$ cat src/rtl/kros_pkg.sv
// Shared definitions for the pattern sequencer: default ROM geometry and FSM state type.
package kros_pkg;

    localparam int NUM_SEQ_DEF = 64;
    localparam int SEQ_LEN_DEF = 16;
    localparam int SEQ_W       = $clog2(NUM_SEQ_DEF);
    localparam int STEP_W      = $clog2(SEQ_LEN_DEF);

    typedef enum logic [1:0] {
        IDLE,
        RUN,
        SWITCH
    } seq_state_t;

endpackage

$ cat src/rtl/tick_sync.sv
// Brings an asynchronous level (e.g. the throttle's slow_clk) into clk_50 and emits a
// one-cycle pulse on each rising edge: 2-flop synchronizer (s1, s2) plus edge register s3.
module tick_sync (
    input  logic clk_50,
    input  logic reset,
    input  logic async_in,
    output logic tick
);

    logic s1_q, s1_d;
    logic s2_q, s2_d;
    logic s3_q, s3_d;

    always_comb begin
        s1_d = async_in;
        s2_d = s1_q;
        s3_d = s2_q;
    end

    always_ff @(posedge clk_50) begin
        if (reset) begin
            s1_q <= 1'b0;
            s2_q <= 1'b0;
            s3_q <= 1'b0;
        end else begin
            s1_q <= s1_d;
            s2_q <= s2_d;
            s3_q <= s3_d;
        end
    end

    assign tick = s2_q & ~s3_q;

endmodule

$ cat src/rtl/seq_addr_gen.sv
// Pattern sequencer driving the pattern ROM read address {seq_num, step} from slow_clk ticks
// and the sequence buttons. Optional SEQ_ADDR_GEN_PAUSE_EN adds a pb_pause toggle that freezes stepping.
module seq_addr_gen
    import kros_pkg::*;
#(
    parameter int NUM_SEQ = NUM_SEQ_DEF,
    parameter int SEQ_LEN = SEQ_LEN_DEF,
    parameter int ADDR_W  = SEQ_W + STEP_W
) (
    input  logic                       clk_50,
    input  logic                       reset,
    input  logic                       slow_clk,
    input  logic                       pb_seq_up,
    input  logic                       pb_seq_dn,
`ifdef SEQ_ADDR_GEN_PAUSE_EN
    input  logic                       pb_pause,
`endif
    output logic [ADDR_W-1:0]          rom_addr,
    output logic [$clog2(NUM_SEQ)-1:0] seq_num,
    output logic [$clog2(SEQ_LEN)-1:0] step,
    output logic                       seq_wrap
);

    localparam int SB = $clog2(NUM_SEQ);
    localparam int TB = $clog2(SEQ_LEN);

    logic          tick_raw;
    logic          tick;
    logic          up_q, up_d, dn_q, dn_d;
    logic          up_edge, dn_edge;
    logic [SB-1:0] pending_q, pending_d;
    logic [SB-1:0] seq_q, seq_d;
    logic [TB-1:0] step_q, step_d;
    logic          wrap_q, wrap_d;
    logic [ADDR_W-1:0] addr_q, addr_d;
    seq_state_t    state_q, state_d;

    tick_sync u_tick_sync (
        .clk_50   (clk_50),
        .reset    (reset),
        .async_in (slow_clk),
        .tick     (tick_raw)
    );

`ifdef SEQ_ADDR_GEN_PAUSE_EN
    logic pause_q, pause_d, paused_q, paused_d;

    always_comb begin
        pause_d  = pb_pause;
        paused_d = paused_q ^ (pb_pause & ~pause_q);
    end

    always_ff @(posedge clk_50) begin
        if (reset) begin
            pause_q  <= 1'b0;
            paused_q <= 1'b0;
        end else begin
            pause_q  <= pause_d;
            paused_q <= paused_d;
        end
    end

    // Paused ticks are swallowed here so both step advance and pending switches wait.
    assign tick = tick_raw & ~paused_q;
`else
    assign tick = tick_raw;
`endif

    always_comb begin
        up_d      = pb_seq_up;
        dn_d      = pb_seq_dn;
        up_edge   = pb_seq_up & ~up_q;
        dn_edge   = pb_seq_dn & ~dn_q;
        pending_d = pending_q;
        if (up_edge && !dn_edge) begin
            pending_d = pending_q + SB'(1);
        end else if (dn_edge && !up_edge) begin
            pending_d = pending_q - SB'(1);
        end

        state_d = state_q;
        seq_d   = seq_q;
        step_d  = step_q;
        wrap_d  = 1'b0;
        case (state_q)
            IDLE: begin
                if (tick) begin
                    state_d = RUN;
                    step_d  = '0;
                end
            end
            RUN: begin
                if (pending_q != seq_q) begin
                    state_d = SWITCH;
                end else if (tick) begin
                    step_d = step_q + TB'(1);
                    wrap_d = (step_q == TB'(SEQ_LEN - 1));
                end
            end
            SWITCH: begin
                // A request cancelled before the tick leaves the sequence playing undisturbed.
                if (pending_q == seq_q) begin
                    state_d = RUN;
                    if (tick) begin
                        step_d = step_q + TB'(1);
                        wrap_d = (step_q == TB'(SEQ_LEN - 1));
                    end
                end else if (tick) begin
                    state_d = RUN;
                    seq_d   = pending_q;
                    step_d  = '0;
                end
            end
            default: state_d = IDLE;
        endcase

        addr_d = {seq_d, step_d};
    end

    always_ff @(posedge clk_50) begin
        if (reset) begin
            up_q      <= 1'b0;
            dn_q      <= 1'b0;
            pending_q <= '0;
            seq_q     <= '0;
            step_q    <= '0;
            wrap_q    <= 1'b0;
            addr_q    <= '0;
            state_q   <= IDLE;
        end else begin
            up_q      <= up_d;
            dn_q      <= dn_d;
            pending_q <= pending_d;
            seq_q     <= seq_d;
            step_q    <= step_d;
            wrap_q    <= wrap_d;
            addr_q    <= addr_d;
            state_q   <= state_d;
        end
    end

    assign rom_addr = addr_q;
    assign seq_num  = seq_q;
    assign step     = step_q;
    assign seq_wrap = wrap_q;

endmodule

$ cat config.mk
export PLATFORM = sky130hd
export DESIGN_NAME = seq_addr_gen
export DESIGN_NICKNAME = d
export VERILOG_FILES = /design/src/rtl/kros_pkg.sv /design/src/rtl/tick_sync.sv /design/src/rtl/seq_addr_gen.sv
export SDC_FILE = /design/constraint.sdc
export NUM_CORES = 1
export LEC_CHECK = 0
export BUFFER_PORTS_ARGS = -buffer_cell sky130_fd_sc_hd__buf_2
export CAP_MARGIN = 15
export CORE_ASPECT_RATIO = 0.9
export CORE_MARGIN = 1.5
export CORE_UTILIZATION = 59
export DETAILED_ROUTE_END_ITERATION = 12
export HOLD_SLACK_MARGIN = 0.1
export PLACE_DENSITY = 0.9
export SLEW_MARGIN = 20
export SYNTH_ARGS = -nofsm -noshare
export SYNTH_HDL_FRONTEND = slang
export SYNTH_SLANG_ARGS = --single-unit
$ cat constraint.sdc
create_clock -name clk_50 -period 4.62 [get_ports clk_50]
set_input_delay 0.231 -clock clk_50 [delete_from_list [all_inputs] [get_ports clk_50]]
set_output_delay 0.231 -clock clk_50 [all_outputs]
set_load 0.01 [all_outputs]
==> impl_metrics.ini, run 1 <==
[outcome]
status = finished clean

[power]
post-layout-total-power_mw = 0.598
powerDensity_nw_per_um2 = 369
ir_drop_mv = 0.257
leakage_nw = 0.731

[global_routing]
grt_overflow_total = 0
grt_pass1_wl_microns = 5130
grt_max_degree = 30
grt_pass1_vias = 1210
grt_antenna_before_repair = 0
track_usage = 0.221

[timing]
period_minus_slack_ns = 2.27
slew-limit-headroom = 0.657
timing.fmax_ghz = 0.440
finClkSkew_ns = 0.00578
slew_viol_final = 0
hold_viol = 0
setup_viol = 0
fin_crit_sh = 0.492
worst_pin_slew_ns = 0.515
rsz0062_at_grt = false
tns_ns = 0

[routing]
avgViaCountPerCell = 5.88
detail-route-antenna-nets = 0
routed_wl_microns = 3030
avgRoutedWirePerCell_microns = 14.0
firstDrtPassIters = 4
drt-initial-drc-count = 55
vias = 1277
drc = 0

[die]
coreArea_sq_um = 2450
initial_core_util = 0.616
die_h_microns = 51.0
ios = 26
dieArea_sq_um = 2870
std_cell_rows = 17
die_w_microns = 56.3

[synthesis]
syn-num-nets = 194
syn_inst = 176
syn_area_sq_um = 1510
synth-seq-cells = 24
yosysSeqAreaShare = 0.319
synth_edf_count = 0
synth_flop_cell = dfxtp_1
yosys_warnings = 0
synth_top_cell_area_share = 0.319
avgSynthCellArea_sq_um = 8.57
ys_top_cells_by_count = 24 x dfxtp_1, 19 x nor2_1, 12 x ha_1, 12 x nand2_1
async_flop_share = 0
synth_most_common_cell = dfxtp_1
ys_types = 43
synth_area_leaders = dfxtp_1 32%, ha_1 10%, buf_4 5.0%
synth_largest_area_cell = dfxtp_1

[finish]
nFillCells = 207
final_cell_area_sq_um = 1620
num-nets-final = 208
layout-drive-gt1-share = 0.190
multi_input_comb_area_sq_um = 896
n_antenna_cell = 0
syn_to_final_growth_pct = 7.64
regArea_sq_um = 480

[worst_setup_path]
cp_max_fo = 7
crit_required_ns = 4.88
cp-startpoint = dn_q
worstSetupPathType = flip-flop to flip-flop
startpoint_type = flip-flop
r2r-start = dn_q
arrival_ns = 2.54
regToRegSetupSlack_ns = 2.35
r2r-end = pending_q[4]
end_kind = flip-flop
rr_worst_depth = 9

[cts]
root_buffer = clkbuf_4
post-cts-setup-buffers = 0
cts.repair.resized = 0
cts_tree = built
numClockSinks = 24
clockBufferDepth = 2
cts_hold_buf = 0
insertion_delay_ns = 0.32
numCtsBuffers = 3
h-tree-depth = 1
cts.clk_slew.worst_paths_ns = 0.14

[flow_run]
cap_violations = 0

[placed_design]
placed_cell_area_sq_um = 1570
port_buffers = 25
detailed_place_hpwl_microns = 2220
place.gp.congestion = 0.784

[worst_hold_path]
hold_path.class = input pin to flip-flop
min-delay-start = slow_clk
worstHoldPathCells = 2
min_to = u_tick_sync.s1_q
## per-stage QoR
stage / utilization / hold WS (ns) / cells / worst slack (ns)
finish: 0.663 / 0.108 / 217 / 2.35
CTS: 0.663 / 0.101 / 217 / 2.34
global placement: 0.642 / 0.417 / 213 / 2.42
global route: 0.663 / 0.137 / 217 / 2.18
detailed placement: 0.642 / 0.427 / 213 / 2.32
floorplan: - / 0.359 / 176 / 2.54
## worst max path at each step
stage | slack, ns | end
6_report | 2.35 | pending_q[4]
5_1_grt | 2.18 | pending_q[4]
4_1_cts | 2.34 | pending_q[4]
3_5_place_dp | 2.32 | pending_q[4]
3_3_place_gp | 2.42 | pending_q[4]
2_1_floorplan | 2.54 | pending_q[4]
## area by class of cell
type | count | share of cell area
tap | 28 | 0.0216
timing repair buffer | 25 | 0.0771
clock inverter | 1 | 0.0185
clock buffer | 3 | 0.0139
inverter | 9 | 0.0208
multi-input combinational | 127 | 0.552
sequential | 24 | 0.296
## sequential cells by signal, summed over array words and instances, names as in the netlist
| name | flops |
|---|---|
| step | 3 |
| u_tick_sync.s3_q | 1 |
| u_tick_sync.s2_q | 1 |
| seq_num | 6 |
| pending_q | 6 |
| seq_wrap | 1 |
| rom_addr | 1 |
| u_tick_sync.s1_q | 1 |
| state_q | 2 |
| dn_q | 1 |
| up_q | 1 |
## critical path: stages, from the launching register on
cell and delay [ns]:
dfxtp_1 0.33, nand2b_1 0.13, ha_1 0.23, inv_1 0.21
ha_1 0.29, nor2b_1 0.14, o21a_1 0.18, o21ai_0 0.13
or3b_2 0.44, a21oi_1 0.14
## per-layer routing
layer	track usage	wire length (microns)	vias up
met5	0	0	-
met4	0.0714	12	0
met3	0.0430	144	2
met2	0.396	1570	33
met1	0.267	1310	610
li1	-	-	632
## power by group
part / total, mW / switching, mW / internal [mW]
logic: 0.194 / 0.115 / 0.0795
clock network: 0.154 / 0.0667 / 0.0877
registers: 0.249 / 0.0251 / 0.224
## kinds of logic (layout without fill, tap and decap cells)
family,after synthesis,in the layout,share of synthesized area
adders and majority gates,13,13,0.113
AOI/OAI and AO/OA,33,33,0.151
xor gates and xnor gates,8,8,0.0465
DFF,24,24,0.319
and+or+nand+nor,66,66,0.237
buffers and inverters,25,38,0.0871
muxes,7,7,0.0465
## placed cells by master (no fill, tap or decap), types with 2 or more instances in the layout
master and count:
a221oi_1 2, ha_1 12, nor3_1 3, clkbuf_4 3, buf_2 25, nor4_1 3, xor2_1 7, inv_1 8
o21ai_0 5, dfxtp_1 24, o32ai_1 2, nand2b_1 4, nor2b_1 9, a21oi_1 10, nand3_1 6, nand2_1 12
a211oi_1 2, nor2_1 19, mux2i_1 7, or4_1 2
Note: power is estimated with default switching activity, not from simulation.
==> run 2, diff against run 1 <==
--- a/config.mk
+++ b/config.mk
@@ -9,10 +9,10 @@
 export CAP_MARGIN = 15
 export CORE_ASPECT_RATIO = 0.9
 export CORE_MARGIN = 1.5
-export CORE_UTILIZATION = 59
+export CORE_UTILIZATION = 50
 export DETAILED_ROUTE_END_ITERATION = 12
 export HOLD_SLACK_MARGIN = 0.1
-export PLACE_DENSITY = 0.9
+export PLACE_DENSITY = 0.82
 export SLEW_MARGIN = 20
 export SYNTH_ARGS = -nofsm -noshare
 export SYNTH_HDL_FRONTEND = slang
==> constraint.sdc (replaced) <==
create_clock -name clk_50 -period 1.9 [get_ports clk_50]
set_input_delay 0.095 -clock clk_50 [delete_from_list [all_inputs] [get_ports clk_50]]
set_output_delay 0.095 -clock clk_50 [all_outputs]
set_load 0.01 [all_outputs]
==> run 2 against run 1 <==
The flow now finishes with violations (setup timing); via count up 3.8%; final cell count is 12% higher; register-to-register slack worse by 2.4 ns; first-iteration DRC count is 13% higher; sequential cell count unchanged; critical path depth shrank 1; global-route usage fell by 0.24 points; hold slack improved by 0.12 ns; sequential power increased by 140%; combinational power rose to 3.1 times the previous value; non-clock buffer count grew 13; total power increased to 2.6 times the previous value; highest routed layer unchanged.
==> impl_metrics.ini, run 2 (synthesis gave the netlist of run 1 again) <==
[cts]
insertion_delay_ns = 0.32
numCtsBuffers = 3
cts.clk_slew.worst_paths_ns = 0.14
root_buffer = clkbuf_4
cts_tree = built
h-tree-depth = 1
numClockSinks = 24
clockBufferDepth = 2

[routing]
detail-route-antenna-nets = 0
avgViaCountPerCell = 5.48
drc = 0
avgRoutedWirePerCell_microns = 13.6
firstDrtPassIters = 4
drt-initial-drc-count = 62
vias = 1325
routed_wl_microns = 3300

[outcome]
failed_checks = setup timing
status = finished, violations left

[worst_setup_path]
regToRegSetupSlack_ns = -0.07
critPathTopFamily = simple AND/OR/NAND/NOR gates
worstSetupPathType = flip-flop to flip-flop
cp_max_fo = 4
path_buf_inv = 0
r2r-end = pending_q[4]
crit_path_max_incr_delay_ns = 0.45
startpoint_type = flip-flop
arrival_ns = 2.24
r2r-start = dn_q
cp-startpoint = dn_q
path_cells = nand2b_1 > ha_2 > fa_1 > nor2b_4 > o21a_1 > nor3_1 > or3b_4 > a21oi_2
crit_slowest_cell = fa_1
end_kind = flip-flop
crit_required_ns = 2.16
rr_worst_depth = 8

[power]
leakage_nw = 0.804
post-layout-total-power_mw = 1.57
ir_drop_mv = 0.533
powerDensity_nw_per_um2 = 878

[placed_design]
place.gp.congestion = 0.853
dp_slack_ns = -0.112
detailed_place_hpwl_microns = 2310
port_buffers = 25

[timing]
slew-limit-headroom = 0.653
timing.final.ws_setup_ns = -0.0717
setup_viol = 2
tns_ns = -0.0996
hold_viol = 0
slew_viol_final = 0
worst_pin_slew_ns = 0.521
timing.fmax_ghz = 0.507
fin_crit_sh = 1.04
holdWs_ns = 0.225
period_minus_slack_ns = 1.97
finClkSkew_ns = 0.00477
rsz0062_at_grt = true

[global_routing]
grt_antenna_before_repair = 0
grt_overflow_total = 0
grt_pass1_wl_microns = 5490
grt_max_degree = 30
track_usage = 0.218
grt_pass1_vias = 1196

[worst_hold_path]
min-delay-start = reset
hold_path.class = input pin to flip-flop
worstHoldPathCells = 2
min_to = seq_num[1]

[finish]
n_antenna_cell = 0
layout-drive-gt1-share = 0.282
syn_to_final_growth_pct = 18.4
final_common_cell = buf_2
final_cell_mix = 25 x buf_2, 22 x dfxtp_1, 17 x nor2_1
num-nets-final = 221

[die]
std_cell_rows = 18
coreArea_sq_um = 2820
die_w_microns = 60.9
die_h_microns = 55.1
initial_core_util = 0.536
dieArea_sq_um = 3350
ios = 26

[flow_run]
cap_violations = 0
-- run 2: stage by stage --
| stage | cells | util | area (sq um) |
|---|---|---|---|
| final | 242 | 0.634 | 1790 |
| after CTS | 241 | 0.628 | 1770 |
| after floorplan | 176 | - | 1530 |
| after global routing | 242 | 0.634 | 1790 |
| after global placement | 232 | 0.589 | 1660 |
| after detailed placement | 232 | 0.589 | 1660 |
-- run 2: repair_timing --
| action | in CTS | in global routing |
|---|---|---|
| pin swaps | 1 | 1 |
| endpoints found under the setup margin | 2 | 13 |
| gates resized for setup | 5 | 7 |
| endpoints found under the hold margin | 3 | 0 |
| setup buffers | 2 | 1 |
| hold buffers | 3 | 0 |
-- run 2: how the worst max path moves through the flow --
stage,depth (start not counted),slack [ns],end
final,8,-0.07,pending_q[4]
after global routing,9,-0.16,pending_q[4]
after CTS,9,-0.08,pending_q[4]
after detailed placement,9,-0.11,pending_q[5]
after global placement,9,0.01,pending_q[4]
after floorplan,9,0.06,pending_q[4]
-- run 2: cell type report --
cell class,instances,area [sq um]
Clock buffer,3,22.5
Clock inverter,1,30.0
Fill cell,245,1030
Inverter,9,36.3
Multi-Input combinational cell,127,933
Sequential cell,24,483
Tap cell,40,50.0
Timing Repair Buffer,38,230
-- run 2: power by group --
| part | switching (mW) | internal (mW) | total [mW] |
|---|---|---|---|
| Combinational | 0.332 | 0.264 | 0.596 |
| Clock | 0.164 | 0.213 | 0.377 |
| Sequential | 0.0468 | 0.547 | 0.594 |
| Total | 0.543 | 1.03 | 1.57 |
-- run 2: metal layers --
layer / vias to the layer above / track usage / part of all wire
met5: - / 0 / 0
met4: 0 / 0.0362 / 0.0042
met3: 2 / 0.0488 / 0.029
met2: 25 / 0.403 / 0.52
met1: 644 / 0.264 / 0.45
li1: 654 / - / -
